## src/rtl/mem_port_arbiter_if.sv

```systemverilog
// rtl/mem_port_arbiter_if.sv - IF/MEM requester handshakes and memory command bus for mem_port_arbiter
interface mem_port_arbiter_if #(
  parameter int DW = 16,
  parameter int AW = 4
);
  logic          if_req;
  logic [AW-1:0] if_line;
  logic          mem_req;
  logic          mem_we;
  logic [AW-1:0] mem_line;
  logic [DW-1:0] mem_wdata;

  logic          if_gnt;
  logic          mem_gnt;
  logic          if_valid;
  logic          mem_valid;
  logic [DW-1:0] if_rdata;
  logic [DW-1:0] mem_rdata;
  logic          stall_if;
  logic          stall_mem;

  logic          ram_en;
  logic          ram_wr;
  logic [AW-1:0] ram_line;
  logic [DW-1:0] ram_din;
  logic [DW-1:0] ram_dout;

  // Arbiter side: takes requests and read data, drives grants, responses and memory commands.
  modport slave (
    input  if_req, if_line, mem_req, mem_we, mem_line, mem_wdata, ram_dout,
    output if_gnt, mem_gnt, if_valid, mem_valid, if_rdata, mem_rdata,
    output stall_if, stall_mem, ram_en, ram_wr, ram_line, ram_din
  );

  modport master (
    output if_req, if_line, mem_req, mem_we, mem_line, mem_wdata, ram_dout,
    input  if_gnt, mem_gnt, if_valid, mem_valid, if_rdata, mem_rdata,
    input  stall_if, stall_mem, ram_en, ram_wr, ram_line, ram_din
  );
endinterface

```

## src/rtl/mem_port_arbiter.sv

```systemverilog
// rtl/mem_port_arbiter.sv - shares one single-ported memory between fetch and MEM stage
// with MEM priority, a fetch starvation limit and registered read-data returns.
module mem_port_arbiter #(
  parameter int DW           = 16,
  parameter int AW           = 4,
  parameter int STARVE_LIMIT = 2
) (
  input logic              clkwire,
  input logic              rstwire_n,
  mem_port_arbiter_if.slave bus
);

  typedef enum logic [1:0] {IDLE, RD_IF, RD_MEM, RET} state_t;

  localparam logic [1:0] LIMIT = 2'(STARVE_LIMIT);

  state_t        state;
  logic [1:0]    streak;
  logic          if_valid_q;
  logic          mem_valid_q;
  logic [DW-1:0] if_rdata_q;
  logic [DW-1:0] mem_rdata_q;

  logic          arb;
  logic          if_win;
  logic          mem_win;

  // Grants are combinational and masked while reset is held so no command leaks out.
  always_comb begin
    arb     = rstwire_n && (state == IDLE || state == RET);
    if_win  = arb && bus.if_req && (!bus.mem_req || streak == LIMIT);
    mem_win = arb && bus.mem_req && !if_win;
  end

  assign bus.if_gnt    = if_win;
  assign bus.mem_gnt   = mem_win;
  assign bus.stall_if  = bus.if_req && !if_win;
  assign bus.stall_mem = bus.mem_req && !mem_win;

  assign bus.ram_en    = if_win || mem_win;
  assign bus.ram_wr    = mem_win && bus.mem_we;
  assign bus.ram_line  = if_win ? bus.if_line : (mem_win ? bus.mem_line : '0);
  assign bus.ram_din   = (mem_win && bus.mem_we) ? bus.mem_wdata : '0;

  assign bus.if_valid  = if_valid_q;
  assign bus.mem_valid = mem_valid_q;
  assign bus.if_rdata  = if_rdata_q;
  assign bus.mem_rdata = mem_rdata_q;

  always_ff @(posedge clkwire or negedge rstwire_n) begin
    if (!rstwire_n) begin
      state       <= IDLE;
      streak      <= 2'd0;
      if_valid_q  <= 1'b0;
      mem_valid_q <= 1'b0;
      if_rdata_q  <= '0;
      mem_rdata_q <= '0;
    end else begin
      if_valid_q  <= 1'b0;
      mem_valid_q <= 1'b0;

      // Streak counts only MEM grants that made a waiting fetch lose.
      if (!bus.if_req || if_win)
        streak <= 2'd0;
      else if (mem_win && streak != LIMIT)
        streak <= streak + 2'd1;

      case (state)
        IDLE, RET: begin
          if (if_win)
            state <= RD_IF;
          else if (mem_win && !bus.mem_we)
            state <= RD_MEM;
          else
            state <= IDLE;
        end
        RD_IF: begin
          if_rdata_q <= bus.ram_dout;
          if_valid_q <= 1'b1;
          state      <= RET;
        end
        RD_MEM: begin
          mem_rdata_q <= bus.ram_dout;
          mem_valid_q <= 1'b1;
          state       <= RET;
        end
        default: state <= IDLE;
      endcase
    end
  end

endmodule

```

## src/flat_wrapper.sv

```systemverilog
// flat-port wrapper written by rule: the top's interface ports become plain ports
module mem_port_arbiter_flat 
#(
  parameter int DW           = 16,
  parameter int AW           = 4,
  parameter int STARVE_LIMIT = 2
)
  (clkwire, rstwire_n, bus_if_req, bus_if_line, bus_mem_req, bus_mem_we, bus_mem_line, bus_mem_wdata, bus_ram_dout, bus_if_gnt, bus_mem_gnt, bus_if_valid, bus_mem_valid, bus_if_rdata, bus_mem_rdata, bus_stall_if, bus_stall_mem, bus_ram_en, bus_ram_wr, bus_ram_line, bus_ram_din);
  mem_port_arbiter_if #(.DW(DW), .AW(AW)) bus_i ();
  input logic clkwire;
  input logic rstwire_n;
  input wire logic [$bits(bus_i.if_req)-1:0] bus_if_req;
  input wire logic [$bits(bus_i.if_line)-1:0] bus_if_line;
  input wire logic [$bits(bus_i.mem_req)-1:0] bus_mem_req;
  input wire logic [$bits(bus_i.mem_we)-1:0] bus_mem_we;
  input wire logic [$bits(bus_i.mem_line)-1:0] bus_mem_line;
  input wire logic [$bits(bus_i.mem_wdata)-1:0] bus_mem_wdata;
  input wire logic [$bits(bus_i.ram_dout)-1:0] bus_ram_dout;
  output wire logic [$bits(bus_i.if_gnt)-1:0] bus_if_gnt;
  output wire logic [$bits(bus_i.mem_gnt)-1:0] bus_mem_gnt;
  output wire logic [$bits(bus_i.if_valid)-1:0] bus_if_valid;
  output wire logic [$bits(bus_i.mem_valid)-1:0] bus_mem_valid;
  output wire logic [$bits(bus_i.if_rdata)-1:0] bus_if_rdata;
  output wire logic [$bits(bus_i.mem_rdata)-1:0] bus_mem_rdata;
  output wire logic [$bits(bus_i.stall_if)-1:0] bus_stall_if;
  output wire logic [$bits(bus_i.stall_mem)-1:0] bus_stall_mem;
  output wire logic [$bits(bus_i.ram_en)-1:0] bus_ram_en;
  output wire logic [$bits(bus_i.ram_wr)-1:0] bus_ram_wr;
  output wire logic [$bits(bus_i.ram_line)-1:0] bus_ram_line;
  output wire logic [$bits(bus_i.ram_din)-1:0] bus_ram_din;
  assign bus_i.if_req = bus_if_req;
  assign bus_i.if_line = bus_if_line;
  assign bus_i.mem_req = bus_mem_req;
  assign bus_i.mem_we = bus_mem_we;
  assign bus_i.mem_line = bus_mem_line;
  assign bus_i.mem_wdata = bus_mem_wdata;
  assign bus_i.ram_dout = bus_ram_dout;
  assign bus_if_gnt = bus_i.if_gnt;
  assign bus_mem_gnt = bus_i.mem_gnt;
  assign bus_if_valid = bus_i.if_valid;
  assign bus_mem_valid = bus_i.mem_valid;
  assign bus_if_rdata = bus_i.if_rdata;
  assign bus_mem_rdata = bus_i.mem_rdata;
  assign bus_stall_if = bus_i.stall_if;
  assign bus_stall_mem = bus_i.stall_mem;
  assign bus_ram_en = bus_i.ram_en;
  assign bus_ram_wr = bus_i.ram_wr;
  assign bus_ram_line = bus_i.ram_line;
  assign bus_ram_din = bus_i.ram_din;
  mem_port_arbiter #(.DW(DW), .AW(AW), .STARVE_LIMIT(STARVE_LIMIT)) u_core (.clkwire(clkwire), .rstwire_n(rstwire_n), .bus(bus_i));
endmodule
```

## config.mk

```make
export PLATFORM = sky130hd
export DESIGN_NAME = mem_port_arbiter_flat
export DESIGN_NICKNAME = d
export VERILOG_FILES = /design/src/rtl/mem_port_arbiter_if.sv /design/src/rtl/mem_port_arbiter.sv /design/src/flat_wrapper.sv
export SDC_FILE = /design/constraint.sdc
export NUM_CORES = 1
export LEC_CHECK = 0
export CAP_MARGIN = 20
export CORE_MARGIN = 4
export CORE_UTILIZATION = 34
export CTS_BUF_LIST = sky130_fd_sc_hd__clkbuf_4 sky130_fd_sc_hd__clkbuf_8 sky130_fd_sc_hd__clkbuf_16
export CTS_CLUSTER_SIZE = 30
export DETAILED_ROUTE_END_ITERATION = 10
export GPL_TIMING_DRIVEN = 0
export PLACE_DENSITY = 0.76
export SLEW_MARGIN = 40
export SYNTH_ARGS = -nofsm -noshare
export SYNTH_HDL_FRONTEND = slang
export SYNTH_SLANG_ARGS = --single-unit
```

## constraint.sdc

```tcl
create_clock -name clkwire -period 2.9 [get_ports clkwire]
set_clock_uncertainty 0.2 [all_clocks]
set_input_delay 0.58 -clock clkwire [delete_from_list [all_inputs] [get_ports clkwire]]
set_output_delay 0.58 -clock clkwire [all_outputs]
set_load 0.02 [all_outputs]
```

==> results.py, run 1 <==
metrics = {
    "run_status": {
        "status": "finished with violations",
        "violations": "negative hold slack",
    },
    "floorplanning": {
        "dieHeight_um": 77.67,
        "ioPinCount": 105,
        "fp-row-count": 25,
        "die_area_mm2": 0.006033,
        "initial_core_util_pct": 34.94,
        "core-area_mm2": 0.004723,
        "die_w_um": 77.67,
    },
    "clock_network": {
        "tritoncts": "yes",
        "clk_latency_ps": 280,
        "htreeDepth": 2,
        "cts_root_buffer": "clkbuf_8",
        "clock-sinks": 38,
        "numCtsBuffers": 5,
        "clkTransAtPathRegs_ps": 70,
        "ctsHoldBuffers": 0,
        "clock_path_buffers": 2,
    },
    "final_layout": {
        "syn2layout_area_growth_pct": 69.98,
        "n_fill_cell": 421,
        "fin_cells": 303,
        "drive_gt1_share_pct": 28.39,
        "seq_area_um2": 950.9,
        "final_cell_mix": "clkdlybuf4s50_1 (77), dfrtp_1 (38), mux2_2 (32), and2_1 (17), clkbuf_2 (14)",
        "final_nets": 284,
        "final_area_mm2": 0.002805,
        "final_common_cell": "clkdlybuf4s50_1",
        "insertedDiodeCount": 0,
        "finish.utilization_pct": 59.39,
        "multiInputGateArea_um2": 644.4,
    },
    "grt": {
        "grt_pass1_vias": 1378,
        "grt_max_degree": 43,
        "grt_antenna_before_repair": 0,
        "grt_overflow_total": 0,
        "grt_pass1_wl_um": 6762,
        "track_usage_pct": 14.06,
    },
    "drt": {
        "wl_um": 4132,
        "vias_per_cell": 4.429,
        "wire_per_inst_um": 13.64,
        "antenna_left": 0,
        "drtIter0Drc": 47,
        "route.detailed.drc": 0,
        "via_count": 1342,
        "firstDrtPassIters": 2,
    },
    "worst_setup_path": {
        "required_ps": 2120,
        "crit_type": "input port to primary output",
        "r2r_start": "u_core.state[1]",
        "timing.reg2reg.setup_slack_ps": 1110,
        "cp_data_arrival_time_ps": 2000,
        "reg2reg_depth": 5,
        "worst_r2r_endpoint": "u_core.bus.if_rdata[10]",
        "crit_path_max_fanout": 5,
        "start_kind": "input port",
        "worstSetupEndpointType": "primary output",
    },
    "sta": {
        "hold_violations": 8,
        "drv_slew": 0,
        "fin_tns_setup_ps": 0,
        "holdWs_ps": -1.521,
        "fmax_ghz": 0.3603,
        "grt_setup_unrepaired": "no",
        "timing.final.crit_share_pct": 95.69,
        "fin_crit_ps": 2775,
        "setup_violations": 0,
        "slew_headroom_pct": 74.73,
        "worst_slew_pin_slew_ps": 379.0,
    },
    "power": {
        "p_leak_nw": 1.281,
        "vdd.ir_drop.worst_v": 0.0004385,
        "p_per_area_mw_per_mm2": 1025,
    },
    "placement": {
        "placed_area_mm2": 0.002773,
        "dpl.hpwl_um": 3244,
        "gp_congestion": 0.7485,
        "io_buffers": 104,
        "dp_cells": 293,
    },
    "yosys": {
        "ys_types": 19,
        "yosys.area.top_type": "dfrtp_1",
        "ys_ff_latch": 38,
        "synth_top_area_share_pct": 57.62,
        "netlist_instances": 122,
        "ys_seq_area_share_pct": 57.62,
        "yosys_warnings": 0,
        "synth_nets": 170,
        "synth.top_cells.by_area": "dfrtp_1 (58%), mux2_2 (22%), and2_1 (6.4%), ha_1 (2.3%), a22o_1 (2.1%)",
        "syn_area_mm2": 0.001650,
        "synth.avg_cell_area_um2": 13.53,
    },
    "hold_path": {
        "hold_path_class": "input port to asynchronous set/reset pin",
    },
    "flow_run": {
        "cap_violations": 0,
    },
}
-- registers in the layout (all words and copies together) (netlist names) --
name                  count
u_core.bus.mem_rdata     16
u_core.bus.if_valid       1
u_core.bus.mem_valid      1
u_core.state              2
u_core.bus.if_rdata      16
u_core.streak             2
-- cell usage after synthesis, drive strengths merged --
library cell,count
and2,17
a22o,4
dfrtp,38
buf,5
inv,7
nor3b,1
nand2b,2
mux2,32
o21ai,1
nand3,2
ha,3
nand2,5
o41ai,1
or3,1
a31oi,1
nand4,1
a21oi,1
-- cell families (layout without fill, tap and decap cells) --
group / count (synthesis) / after routing / share of synthesized area [%]
multiplexers: 32 / 32 / 21.83
AND/OR/NAND/NOR: 29 / 29 / 11.15
AO/OA/AOI/OAI: 8 / 8 / 3.639
flip-flops: 38 / 38 / 57.62
adder cells (fa/ha/maj): 3 / 3 / 2.275
buffers and inverters: 12 / 126 / 3.488
-- area by class of cell --
class	instances	share of cell area (%)
Clock buffer	5	2.453
Sequential cell	38	33.90
Buffer	5	1.115
Inverter	7	0.9367
Timing Repair Buffer	107	35.28
Clock inverter	2	0.3568
Multi-Input combinational cell	72	22.97
Tap cell	67	2.988
-- what timing repair did --
| item | in CTS | in global routing |
|---|---|---|
| buffers inserted | 2 | 1 |
| endpoints found under the setup margin | 24 | 23 |
| pin swaps | 1 | 1 |
| gates resized for setup | 35 | 29 |
-- power by group --
| group | leakage [nW] | total (mW) | switching [mW] | internal (mW) |
|---|---|---|---|---|
| clock | 0.0438 | 0.328 | 0.167 | 0.161 |
| sequential | 0.452 | 0.916 | 0.118 | 0.799 |
| combinational | 0.785 | 1.63 | 0.771 | 0.862 |
-- stage by stage --
| step | hold WS (ps) | setup WS, ps | power [mW] |
|---|---|---|---|
| after floorplan | 84.41 | 614.8 | 1.823 |
| after global placement | 288.4 | -1808 | 2.583 |
| after detailed placement | 294.7 | -356.9 | 2.608 |
| after CTS | 0.3161 | 0.8611 | 2.927 |
| after global routing | 12.54 | 10.08 | 3.061 |
| final | -1.521 | 124.9 | 2.877 |
-- per-layer routing --
metal	part of all wire, %	vias up	GRT usage (%)
met4	1.7	0	3.737
met2	47	65	22.17
met5	0	-	0
met1	43	624	18.40
li1	-	645	-
met3	7.8	8	4.756
-- worst max-delay path by stage --
stage                    start              end  slack [ps]  cells past startpoint
5_1_grt            bus_mem_req  bus_ram_line[2]          10                      6
2_1_floorplan  u_core.state[0]  bus_ram_din[10]         610                      6
3_3_place_gp         rstwire_n   bus_ram_din[4]       -1810                      6
6_report           bus_mem_req   bus_ram_din[2]         120                      5
4_1_cts            bus_mem_req    bus_stall_mem         0.9                      5
3_5_place_dp         rstwire_n  bus_ram_din[12]        -360                      6
-- worst max-delay path, cell delays in order --
cell,delay [ps]
clkdlybuf4s50_1,520
nand3_2,120
nor3b_4,270
and2_1,160
dlygate4sd2_1,360
(Power assumes the default switching activity.)
==> run 2, diff against run 1 <==
--- a/config.mk
+++ b/config.mk
@@ -7,12 +7,14 @@
 export LEC_CHECK = 0
 export CAP_MARGIN = 20
 export CORE_MARGIN = 4
-export CORE_UTILIZATION = 34
+export CORE_UTILIZATION = 33
 export CTS_BUF_LIST = sky130_fd_sc_hd__clkbuf_4 sky130_fd_sc_hd__clkbuf_8 sky130_fd_sc_hd__clkbuf_16
 export CTS_CLUSTER_SIZE = 30
 export DETAILED_ROUTE_END_ITERATION = 10
 export GPL_TIMING_DRIVEN = 0
-export PLACE_DENSITY = 0.76
+export PLACE_DENSITY = 0.77
+export REMOVE_ABC_BUFFERS = 1
+export SKIP_CTS_REPAIR_TIMING = 1
 export SLEW_MARGIN = 40
 export SYNTH_ARGS = -nofsm -noshare
 export SYNTH_HDL_FRONTEND = slang
==> constraint.sdc (replaced) <==
create_clock -name clkwire -period 2.2 [get_ports clkwire]
set_clock_uncertainty 0.2 [all_clocks]
set_input_delay 0.44 -clock clkwire [delete_from_list [all_inputs] [get_ports clkwire]]
set_output_delay 0.44 -clock clkwire [all_outputs]
set_load 0.02 [all_outputs]
==> run 2 against run 1 <==
Compared with the run above:
- the flow finishes with violations (negative setup slack)
- sequential power rose by 33%
- core utilization grew 3.5 points
- register-to-register slack got worse by 560 ps
- largest cell class unchanged
- largest power group unchanged
==> results.py, run 2 (same netlist as run 1, synthesis figures left out) <==
metrics = {
    "drt": {
        "firstDrtPassIters": 4,
        "wire_per_inst_um": 15.91,
        "via_count": 1318,
        "wl_um": 4822,
        "route.detailed.drc": 0,
        "antenna_left": 0,
        "vias_per_cell": 4.350,
        "drtIter0Drc": 27,
    },
    "run_status": {
        "status": "finished with violations",
        "violations": "negative setup slack",
    },
    "final_layout": {
        "syn2layout_area_growth_pct": 82.26,
        "n_fill_cell": 388,
        "fin_cells": 303,
        "final_cell_mix": "clkdlybuf4s50_1 (76), dfrtp_1 (38), mux2_2 (32), buf_6 (24), and2_1 (14)",
        "insertedDiodeCount": 0,
        "final_nets": 284,
        "final_area_mm2": 0.003008,
        "final_common_cell": "clkdlybuf4s50_1",
        "drive_gt1_share_pct": 36.86,
    },
    "worst_setup_path": {
        "path_cells": "ha_4 -> nand3_4 -> nor3b_4 -> buf_12 -> and2_1 -> buf_6",
        "crit_type": "register to primary output",
        "cp_data_arrival_time_ps": 1820,
        "worstSetupEndpointType": "primary output",
        "start_kind": "register",
        "crit_path_top_delay_cell": "dfrtp_1",
        "reg2reg_depth": 6,
        "crit_path_max_fanout": 16,
        "required_ps": 1560,
        "max_stage_delay_ps": 410,
    },
    "placement": {
        "dpl.hpwl_um": 3487,
        "post-place-ws_ps": -848.8,
        "dp_cells": 288,
        "gp_congestion": 0.8297,
        "placed_area_mm2": 0.002741,
        "io_buffers": 104,
    },
    "sta": {
        "worst_slew_pin_slew_ps": 440.1,
        "setup_violations": 24,
        "worst_slack_ps": -262.6,
        "fin_tns_setup_ps": -4793,
        "fin_crit_ps": 2463,
        "hold_violations": 0,
        "slew_headroom_pct": 70.66,
        "drv_slew": 0,
        "timing.final.crit_share_pct": 111.9,
        "fmax_ghz": 0.4061,
        "grt_setup_unrepaired": "yes",
    },
    "hold_path": {
        "hold_path_class": "register to register",
        "hold_depth": 1,
    },
    "clock_network": {
        "clock_path_buffers": 2,
        "numCtsBuffers": 5,
        "cts_root_buffer": "clkbuf_8",
        "tritoncts": "yes",
        "clock-sinks": 38,
        "clk_latency_ps": 270,
        "clkTransAtPathRegs_ps": 60,
        "htreeDepth": 2,
    },
    "floorplanning": {
        "die_area_mm2": 0.006196,
        "fp-row-count": 25,
        "dieHeight_um": 78.72,
        "initial_core_util_pct": 34.48,
        "ioPinCount": 105,
        "core-area_mm2": 0.004786,
        "die_w_um": 78.72,
    },
    "grt": {
        "grt_pass1_vias": 1393,
        "grt_antenna_before_repair": 0,
        "grt_overflow_total": 0,
        "grt_pass1_wl_um": 7017,
        "grt_max_degree": 43,
        "track_usage_pct": 14.65,
    },
    "power": {
        "vdd.ir_drop.worst_v": 0.0008203,
        "p_leak_nw": 1.310,
        "p_per_area_mw_per_mm2": 1337,
    },
    "flow_run": {
        "cap_violations": 0,
    },
}
-- run 2: cell types whose count changed in the layout (fill, tap and decap cells not counted), sizes merged --
cell	previous run	this run
clkdlybuf4s50	77	76
dlygate4sd2	6	0
clkbuf	19	7
dlygate4sd3	0	1
clkinv	2	0
buf	10	34
clkdlybuf4s15	3	0
dlymetal6s2s	2	1
-- run 2: layout make-up --
cell class / count / area [µm²] / area share [%]
multi-input cells: 72 / 699.4 / 23.25
repair buffers: 112 / 1161 / 38.60
inverters: 7 / 28.78 / 0.9567
well taps: 67 / 83.83 / 2.787
flip-flops and latches: 38 / 950.9 / 31.61
clock buffers: 7 / 83.83 / 2.787
-- run 2: worst paths after layout --
check | startpoint | end | slack [ps]
setup / recovery | u_core.state[1] | bus_ram_din[9] | -260
hold / removal | u_core.bus.mem_rdata[2] | u_core.bus.mem_rdata[2] | 300
setup reg to reg | u_core.streak[0] | u_core.streak[0] | 550
hold reg to reg | u_core.bus.mem_rdata[2] | u_core.bus.mem_rdata[2] | 300
max in group asynchronous | rstwire_n | u_core.bus.mem_rdata[0] | 1030
min in group asynchronous | rstwire_n | u_core.bus.if_rdata[14] | 600
-- run 2: per-stage QoR --
step                hold slack [ps]  total power [mW]  util [%]
floorplan                    -55.59             2.377         -
global route                  323.9             4.255     62.85
global placement              289.2             3.383     57.33
CTS                          -51.88             3.888     59.03
finish                        303.8             4.021     62.85
detailed placement            249.1             3.422     57.28
-- run 2: metal layers --
metal | wire (µm) | up-vias | track usage [%]
met4 | 64 | 0 | 5.594
met5 | 0 | - | 0
met1 | 1744 | 629 | 16.77
met3 | 231 | 4 | 3.855
li1 | - | 642 | -
met2 | 2781 | 43 | 25.98
-- run 2: power by group --
group	internal (mW)	switching, mW
combinational	1.28	1.07
sequential	1.05	0.169
clock	0.243	0.206
total	2.57	1.45
-- run 2: critical path, delay by kind of cell, from the launching register on --
kind / cells / cell delay [ps]
adder cells (fa/ha/maj): 1 / 310
buffers and inverters: 2 / 290
flip-flops: 1 / 410
AND/OR/NAND/NOR: 3 / 540
